### config.mk
export PLATFORM = sky130hd
export DESIGN_NAME = aes_stream_if
export DESIGN_NICKNAME = d
export VERILOG_FILES = /design/src/rtl/aes_pkg.sv /design/src/rtl/aes_block_ser.sv /design/src/rtl/aes_stream_if.sv
export SDC_FILE = /design/constraint.sdc
export NUM_CORES = 1
export LEC_CHECK = 0
export ABC_AREA = 1
export CAP_MARGIN = 20
export CORE_MARGIN = 2
export CORE_UTILIZATION = 45
export CTS_CLUSTER_SIZE = 20
export DETAILED_ROUTE_END_ITERATION = 8
export PLACE_DENSITY = 0.85
export SETUP_SLACK_MARGIN = 0.3
export SLEW_MARGIN = 20
export SYNTH_ARGS = -nofsm -noshare
export SYNTH_HDL_FRONTEND = slang
export SYNTH_SLANG_ARGS = --single-unit
export TNS_END_PERCENT = 20
### constraint.sdc
create_clock -name sclk -period 2.01 [get_ports sclk]
set_input_delay 0.201 -clock sclk [delete_from_list [all_inputs] [get_ports sclk]]
set_output_delay 0.201 -clock sclk [all_outputs]
set_load 0.01 [all_outputs]
### src/rtl/aes_pkg.sv
// aes_pkg: shared types and constants for the AES byte-stream front end.
package aes_pkg;
    localparam int AES_BLK_BYTES = 16;
    typedef logic [7:0] byte_t;
    typedef byte_t block_t [AES_BLK_BYTES-1:0];
    typedef enum logic [1:0] {LOAD, ISSUE, WAIT, DRAIN} st_e;
endpackage

### src/rtl/aes_block_ser.sv
// aes_block_ser: parallel-in block to valid/ready byte stream, element 0 first, last flag on the final byte.
module aes_block_ser
    import aes_pkg::*;
(
    input  logic       sclk,
    input  logic       srst_n,
    input  logic       load,
    input  logic [7:0] blk [AES_BLK_BYTES-1:0],
    output logic [7:0] out_data,
    output logic       out_valid,
    output logic       out_last,
    input  logic       out_ready,
    output logic       done
);
    localparam int IW = $clog2(AES_BLK_BYTES);
    localparam logic [IW-1:0] IDX_PRE_LAST = IW'(AES_BLK_BYTES - 2);
    block_t        res_reg;
    logic [IW-1:0] idx;
    logic          take;
    assign take = out_valid & out_ready;
    assign done = take & out_last;
    always_ff @(posedge sclk or negedge srst_n) begin
        if (!srst_n) begin
            res_reg   <= '{default: '0};
            idx       <= '0;
            out_data  <= '0;
            out_valid <= 1'b0;
            out_last  <= 1'b0;
        end else if (load) begin
            res_reg   <= blk;
            idx       <= '0;
            out_data  <= blk[0];
            out_valid <= 1'b1;
            out_last  <= 1'b0;
        end else if (take) begin
            idx       <= idx + 1'b1;
            out_data  <= out_last ? out_data : res_reg[idx + 1'b1];
            out_valid <= !out_last;
            out_last  <= idx == IDX_PRE_LAST;
        end
    end
endmodule

### src/rtl/aes_stream_if.sv
// aes_stream_if: assembles plaintext/key bytes into blocks for aes_core, launches it,
// and streams the ciphertext back out byte by byte.
module aes_stream_if
    import aes_pkg::*;
#(
    parameter int BLK_BYTES = AES_BLK_BYTES,
    parameter int WAIT_MAX  = 31
) (
    input  logic       sclk,
    input  logic       srst_n,
    input  logic [7:0] in_data,
    input  logic       in_key,
    input  logic       in_valid,
    output logic       in_ready,
    output logic       core_en,
    output logic [7:0] core_text [BLK_BYTES-1:0],
    output logic [7:0] core_key  [BLK_BYTES-1:0],
    input  logic       core_valid,
    input  logic [7:0] core_val  [BLK_BYTES-1:0],
    output logic [7:0] out_data,
    output logic       out_valid,
    output logic       out_last,
    input  logic       out_ready,
    output logic       busy,
    output logic       key_ok,
    output logic       timeout_err
);
    localparam int KW = $clog2(BLK_BYTES);
    localparam int TW = $clog2(BLK_BYTES + 1);
    localparam int WW = $clog2(WAIT_MAX + 1);
    localparam logic [KW-1:0] KEY_LAST  = KW'(BLK_BYTES - 1);
    localparam logic [TW-1:0] TXT_LAST  = TW'(BLK_BYTES - 1);
    localparam logic [TW-1:0] TXT_FULL  = TW'(BLK_BYTES);
    localparam logic [WW-1:0] WAIT_LAST = WW'(WAIT_MAX - 1);

    st_e           state, nxt;
    logic          live;
    logic [TW-1:0] txt_cnt;
    logic [KW-1:0] key_cnt;
    logic [WW-1:0] wait_cnt;
    block_t        txt_reg, key_reg;
    logic          acc, acc_key, acc_txt, key_wrap, go, timeout, ser_load, ser_done;

    assign core_text = txt_reg;
    assign core_key  = key_reg;

    // A full text block waits for the key to be complete; meanwhile only key bytes are taken.
    always_comb begin
        in_ready = live && state == LOAD && (in_key || txt_cnt != TXT_FULL);
        acc      = in_valid && in_ready;
        acc_key  = acc && in_key;
        acc_txt  = acc && !in_key;
        key_wrap = acc_key && key_cnt == KEY_LAST;
        go       = (acc_txt && txt_cnt == TXT_LAST && key_ok && key_cnt == '0) ||
                   (key_wrap && txt_cnt == TXT_FULL);
        timeout  = state == WAIT && !core_valid && wait_cnt == WAIT_LAST;
        ser_load = state == WAIT && core_valid;
        nxt      = state == LOAD  ? (go ? ISSUE : LOAD) :
                   state == ISSUE ? WAIT :
                   state == WAIT  ? (core_valid ? DRAIN : timeout ? LOAD : WAIT) :
                                    (ser_done ? LOAD : DRAIN);
    end

    always_ff @(posedge sclk or negedge srst_n) begin
        if (!srst_n) state <= LOAD;
        else         state <= nxt;
    end

    always_ff @(posedge sclk or negedge srst_n) begin
        if (!srst_n) begin
            live        <= 1'b0;
            core_en     <= 1'b0;
            busy        <= 1'b0;
            key_ok      <= 1'b0;
            timeout_err <= 1'b0;
            txt_cnt     <= '0;
            key_cnt     <= '0;
            wait_cnt    <= '0;
            txt_reg     <= '{default: '0};
            key_reg     <= '{default: '0};
        end else begin
            live     <= 1'b1;
            core_en  <= nxt == ISSUE;
            busy     <= nxt != LOAD;
            wait_cnt <= state == WAIT ? wait_cnt + 1'b1 : '0;
            txt_cnt  <= go ? '0 : txt_cnt + TW'(acc_txt);
            if (acc_txt) txt_reg[txt_cnt[KW-1:0]] <= in_data;
            if (acc_key) begin
                key_reg[key_cnt] <= in_data;
                key_cnt          <= key_wrap ? '0 : key_cnt + 1'b1;
            end
            if (key_wrap) key_ok <= 1'b1;
            if (timeout) timeout_err <= 1'b1;
        end
    end

    aes_block_ser u_ser (
        .sclk      (sclk),
        .srst_n    (srst_n),
        .load      (ser_load),
        .blk       (core_val),
        .out_data  (out_data),
        .out_valid (out_valid),
        .out_last  (out_last),
        .out_ready (out_ready),
        .done      (ser_done)
    );
endmodule

* After elaboration in Yosys (flattened, before gate mapping)
Cells that the tools add are included.
** Word-level totals
- Bits in registers :: 419
- Word-level logic and storage cells :: 134
- Bits in writable memories :: 0
- ROM bits :: 0
- Input bits :: 142
- Memories kept :: 0
- Output and inout bits :: 271
- Bits in latches :: 0
** Cells by class
- $add $sub $neg :: 4
- Shift operators :: 0
- Equality and inequality tests :: 10
- Reductions and logical operators :: 25
- Div/mod/pow operators :: 0
- Bitwise operators :: 2
- Muxes and demuxes :: 27
- Multipliers :: 0
- Order comparisons :: 5
** Operator list (number)
- $bwmux 128 :: 2
- $demux 8 s4 :: 2
- $mux 8 :: 6
- $bmux 8 s4 :: 1
- $logic_and 1x1->1 :: 15
- $lt 4x5->1 const B :: 3
- $mux 2 :: 6
- $mux 4 :: 3
- $eq 5x5->1 const B :: 2
- $mux 5 :: 2
- $add 4x1->4 const B :: 2
- $eq 4x4->1 const B :: 2
- $ge 4x1->1 const B :: 2
- $add 5x1->5 :: 1
- $add 5x1->5 const B :: 1
- $eq 5x4->1 const B :: 1
- $mux 1 :: 5
- $ne 5x5->1 const B :: 1
- $eq 2x1->1 const B :: 2
- $logic_not 4->1 :: 1
- $reduce_bool 2->1 :: 2
- $logic_not 1->1 :: 3
- $and 1x1->1 :: 2
- $eq 2x2->1 const B :: 1
- 4 further kinds :: 5

* Longest topological paths before layout
- Depth after elaboration :: 12
- Mapped depth :: 14
- Mapped depth without buffers :: 11

* Modules after synthesis
A second synthesis with hierarchy kept.
** Unflattened totals
- Cells, all modules :: 1857
- Area, all modules :: 17066.4 µm²
** Modules (own cells, without submodules)
- aes_stream_if :: instances 1, sequential area each 6931.6 µm², area each 10376.2 µm², cells each 1012
- aes_block_ser :: instances 1, sequential area each 3553.4 µm², area each 6690.2 µm², cells each 845

* Worst setup path after synthesis
Ideal clock, no wire load.
- Path type :: flip-flop to flip-flop
- From :: register u_ser.idx[0]
- To :: register u_ser.out_data[5]
- Clock period less this slack :: 2.110 ns
- Arrival time :: 2.046 ns
- Setup time :: 0.065 ns
- Path slack :: -0.100 ns
- Data required time :: 1.945 ns
- Cell stages (with the launch flop) :: 15
- Buffers on the path :: 3
- Cell sequence :: dfrtp_1 > inv_1 > clkbuf_1 > ha_1 > clkbuf_1 > inv_1 > clkbuf_1 > nand3_1 > nand3_1 > nand3_1 > nand2_1 > nand2_1 > nand2_1 > nand2_1 > nand2_1
** On the way
- Word-level cells in the longest chain between the ends :: 6
** Ends and longest elaborated chain
- start: declaration :: RTL line aes_block_ser.sv:18 : logic [IW-1:0] idx;
- start signal: assignment :: RTL line aes_block_ser.sv:36 : idx <= idx + 1'b1;
- $add 4x1->4 :: RTL line aes_block_ser.sv:37 : out_data <= out_last ? out_data : res_reg[idx + 1'b1];
- $bmux 8 s4 :: RTL line aes_block_ser.sv:37
- $mux 8 (not written as such) :: RTL line aes_block_ser.sv:37
- $mux 8 :: RTL line aes_block_ser.sv:37
- $mux 8 :: RTL line aes_block_ser.sv:35 : end else if (take) begin
- $mux 8 :: RTL line aes_block_ser.sv:29 : end else if (load) begin
- end signal: assignment :: RTL line aes_block_ser.sv:32 : out_data <= blk[0];
- end signal: assignment :: RTL line aes_block_ser.sv:37
- end: declaration :: RTL line aes_block_ser.sv:9 : output logic [7:0] out_data,
No other way between the ends. The select of a mux whose other input is x is not followed.
A chain may end at the register's enable or synchronous reset.

* Worst setup path after layout
- From :: register state[0]
- To :: register txt_reg, in the netlist core_text[102]
** On the way
- Word-level cells in the longest chain between the ends :: 5
** Ends and longest elaborated chain
- start: declaration :: RTL line aes_stream_if.sv:36 : st_e state, nxt;
- start signal: assignment :: RTL line aes_stream_if.sv:66 : else state <= nxt;
- $logic_not 2->1 :: RTL line aes_stream_if.sv:49 : in_ready = live && state == LOAD && (in_key || txt_cnt != TXT_FULL);
- $logic_and 1x1->1 (2 in series) :: RTL line aes_stream_if.sv:49
- $logic_and 1x1->1 :: RTL line aes_stream_if.sv:50 : acc = in_valid && in_ready;
- $logic_and 1x1->1 :: RTL line aes_stream_if.sv:52 : acc_txt = acc && !in_key;
- end signal: indexed assignment :: RTL line aes_stream_if.sv:87 : if (acc_txt) txt_reg[txt_cnt[KW-1:0]] <= in_data;
- end: declaration :: RTL line aes_stream_if.sv:41 : block_t txt_reg, key_reg;
No other way between the ends.

==> impl_summary.txt <==
----------------------------------------------------
[Run status]
  Run status ... complete, but fails checks
  Failing checks ... setup timing

[Layout]
  Number of nets in the finished design ... 2466
  Leading cell types in the layout, fill and taps excluded ... 506 x nand2_1, 415 x dfrtp_1, 410 x clkdlybuf4s50_1
  Fin area ... 25100 um2
  Most common cell after layout, fill and taps aside ... nand2_1
  Proportion of layout cells with a drive suffix above 1 ... 0.161
  Post-synthesis to final-layout area growth ... 48.3%
  Final Non-Filler Cells ... 2821
  Share of the core filled with cells in the final layout ... 0.681

[Placement]
  Global placer's final weighted congestion ... 0.915
  Post-detail-place hpwl ... 36200 um
  Number of input and output port buffers inserted ... 412
  Total placed instance area ... 21900 um2
  Cells after DPL ... 2683

[Worst setup path]
  Critical path startpoint category ... register
  Setup slack of the most critical reg-to-reg path ... -340 ps
  Largest fanout on the critical path ... 8
  Data arrival time of the critical path ... 2750 ps
  CP endpoint kind ... register
  Classification of the worst setup path ... register to register
  CP required ... 2410 ps

[Timing]
  Worst slew margin ... 0.478
  Period minus WS final ... 2350 ps
  Setup ws final ... -342 ps
  Unrepaired setup endpoints after global routing ... true
  Worst hold-check slack ... 163 ps
  Slew Viols, Final ... 0
  Skew final ... 45.3 ps
  Fmax ... 0.425 GHz
  Measured slew at the worst slew-check pin ... 780 ps
  Number of setup violations in the final report ... 6
  Period utilisation layout ... 1.17
  Hold violation count in the final report ... 0

[Clock network]
  Clock H-tree levels ... 2
  CTS clk-pin slew, worst paths ... 70 ps
  Clock root buffer ... clkbuf_16
  Clock Sinks ... 419
  TritonCTS Buffers ... 44
  Clock Path Buffers ... 3
  TritonCTS clock tree ... yes
  Clock latency on the worst-skew pair ... 570 ps

[Job]
  Max-cap violation count ... 0

[Route]
  Avg Vias per Cell ... 5.64
  Starting DRT DRC Count ... 1380
  Vias after detailed routing ... 15901
  Router iterations before antenna repair ... 6
  Wirelength per Cell ... 22.0 um
  Residual DRC ... 0
  Final WL ... 62000 um
  Post-DRT Antenna Nets ... 0

[Power and ir drop]
  Worst ir drop on vdd ... 0.868 mV
  Overall power of the completed layout ... 26.0 mW
  Power Dens Cells ... 1040 nW/um2
  Leak ... 11.2 nW

[Global routing]
  Overflow left after global routing ... 0
  Vias in the first global route ... 15436
  Antenna violations before repair ... 6
  Pin count of the biggest net entering global routing ... 106
  Global-route usage over all layers ... 0.276
  Wire length of the first global-routing pass ... 84200 um

[Floorplan]
  Number of top-level pins ... 413
  Std-Cell Core Area ... 36800 um2
  Die X-Extent ... 198 um
  Die height ... 198 um
  Die Footprint ... 39100 um2
  Count of standard-cell rows ... 70
  Effective utilization at floorplan ... 0.459

[Logic synthesis]
  Fraction of synthesized cell area taken by the top area cell type ... 0.620
  Cell accounting for the most synthesized area ... dfrtp_1
  Count of cell types in the netlist ... 33
  Syn Area/Cell ... 9.13 um2
  Post-synth net total ... 2003
  Share of the yosys chip area belonging to registers ... 0.620
  Yosys warning count ... 0
  Yosys reg bits ... 419
  Netlist area before placement ... 16900 um2
  Gate count of the mapped netlist ... 1851
  Synth top area cells ... dfrtp_1 62%, nand2_1 13%, o21ai_0 8.4%, inv_1 2.8%, nand3_1 2.5%

[Worst hold path]
  HP Class ... input pin to asynchronous set/reset pin

----------------------------------------------------
area by class of cell:
type,count,area [um2]
Clock buffer,65,1340
Antenna cell,4,10.0
Multi-Input combinational cell,1204,6550
Clock inverter,16,245
Tap cell,468,586
Inverter,127,500
Timing Repair Buffer,517,5320
Sequential cell,419,10500
Fill cell,2463,11700
Timing Repair inverter,1,16.3
worst max-delay path, stage by stage, from the launching register on:
cell and delay (ps):
dfrtp_1 390, inv_2 90, nand2_4 60, nor2_4 120, nand4_1 170, buf_4 190, nor3_4 260, buf_12 210
nand2_8 80, o21ai_0 590
worst paths after layout:
path	from	endpoint	cells after the start
max in group asynchronous	srst_n	core_text[24]	3
min in group sclk	core_val[58]	u_ser.res_reg[58]	3
worst max-delay path	state[0]	core_text[102]	9
worst max register to register	state[0]	core_text[102]	9
worst min-delay path	srst_n	txt_cnt[1]	2
worst min register to register	timeout_err	timeout_err	2
cells in the mapped netlist:
cell,n
a21oi_1,76
buf_1,10
buf_2,20
buf_4,2
buf_6,1
clkbuf_1,76
clkinv_1,1
conb_1,1
dfrtp_1,419
ha_1,10
inv_1,124
inv_2,1
inv_4,1
nand2_1,563
nand2_2,1
nand2_4,1
nand3_1,83
nand3_2,9
nand3_4,2
nand4_1,3
nand4_4,1
nor2_1,81
nor2_2,11
nor2_4,1
nor3_1,3
nor3b_4,1
o211ai_1,20
o21a_1,1
o21ai_0,284
o21ai_1,30
o22ai_1,2
xnor2_1,3
xor2_1,9
report_power, final:
group | internal (mW) | leakage, nW | switching, mW
clock | 5.41 | 0.789 | 3.51
combinational | 2.60 | 4.90 | 3.98
sequential | 9.86 | 5.56 | 0.666
total | 17.9 | 11.2 | 8.16
repair_timing:
item | CTS | global route
endpoints found under the setup margin | 282 | 503
cloned | 7 | 11
buffers inserted | 19 | 15
pin swaps | 14 | 41
hold buffers | 1 | 0
gates resized for setup | 73 | 272
hold endpoints to repair | 219 | 0
through the flow:
step | setup slack [ps] | TNS [ps]
after detailed placement | -6.94 | -7.36
after global routing | -361 | -999
after floorplan | 270 | 0
final | -342 | -930
after CTS | 202 | 0
after global placement | 76.4 | 0
cell families (layout without fill, tap and decap cells):
family                   Yosys count  in the layout  synth area share
AND/OR/NAND/NOR                  760            768             0.185
XOR/XNOR                          12             12           0.00622
adder cells (fa/ha/maj)           10             10           0.00740
buffers and inverters            236            726            0.0549
flip-flops                       419            419             0.620
AO/OA/AOI/OAI                    413            413             0.126
other                              1              5          0.000222
layer usage:
metal	GRT usage	vias up	wire [um]
met3	0.0548	290	5870
li1	-	6894	-
met2	0.455	989	29800
met1	0.338	7724	22100
met5	0	-	23
met4	0.167	4	4240
(Power assumes the default switching activity.)
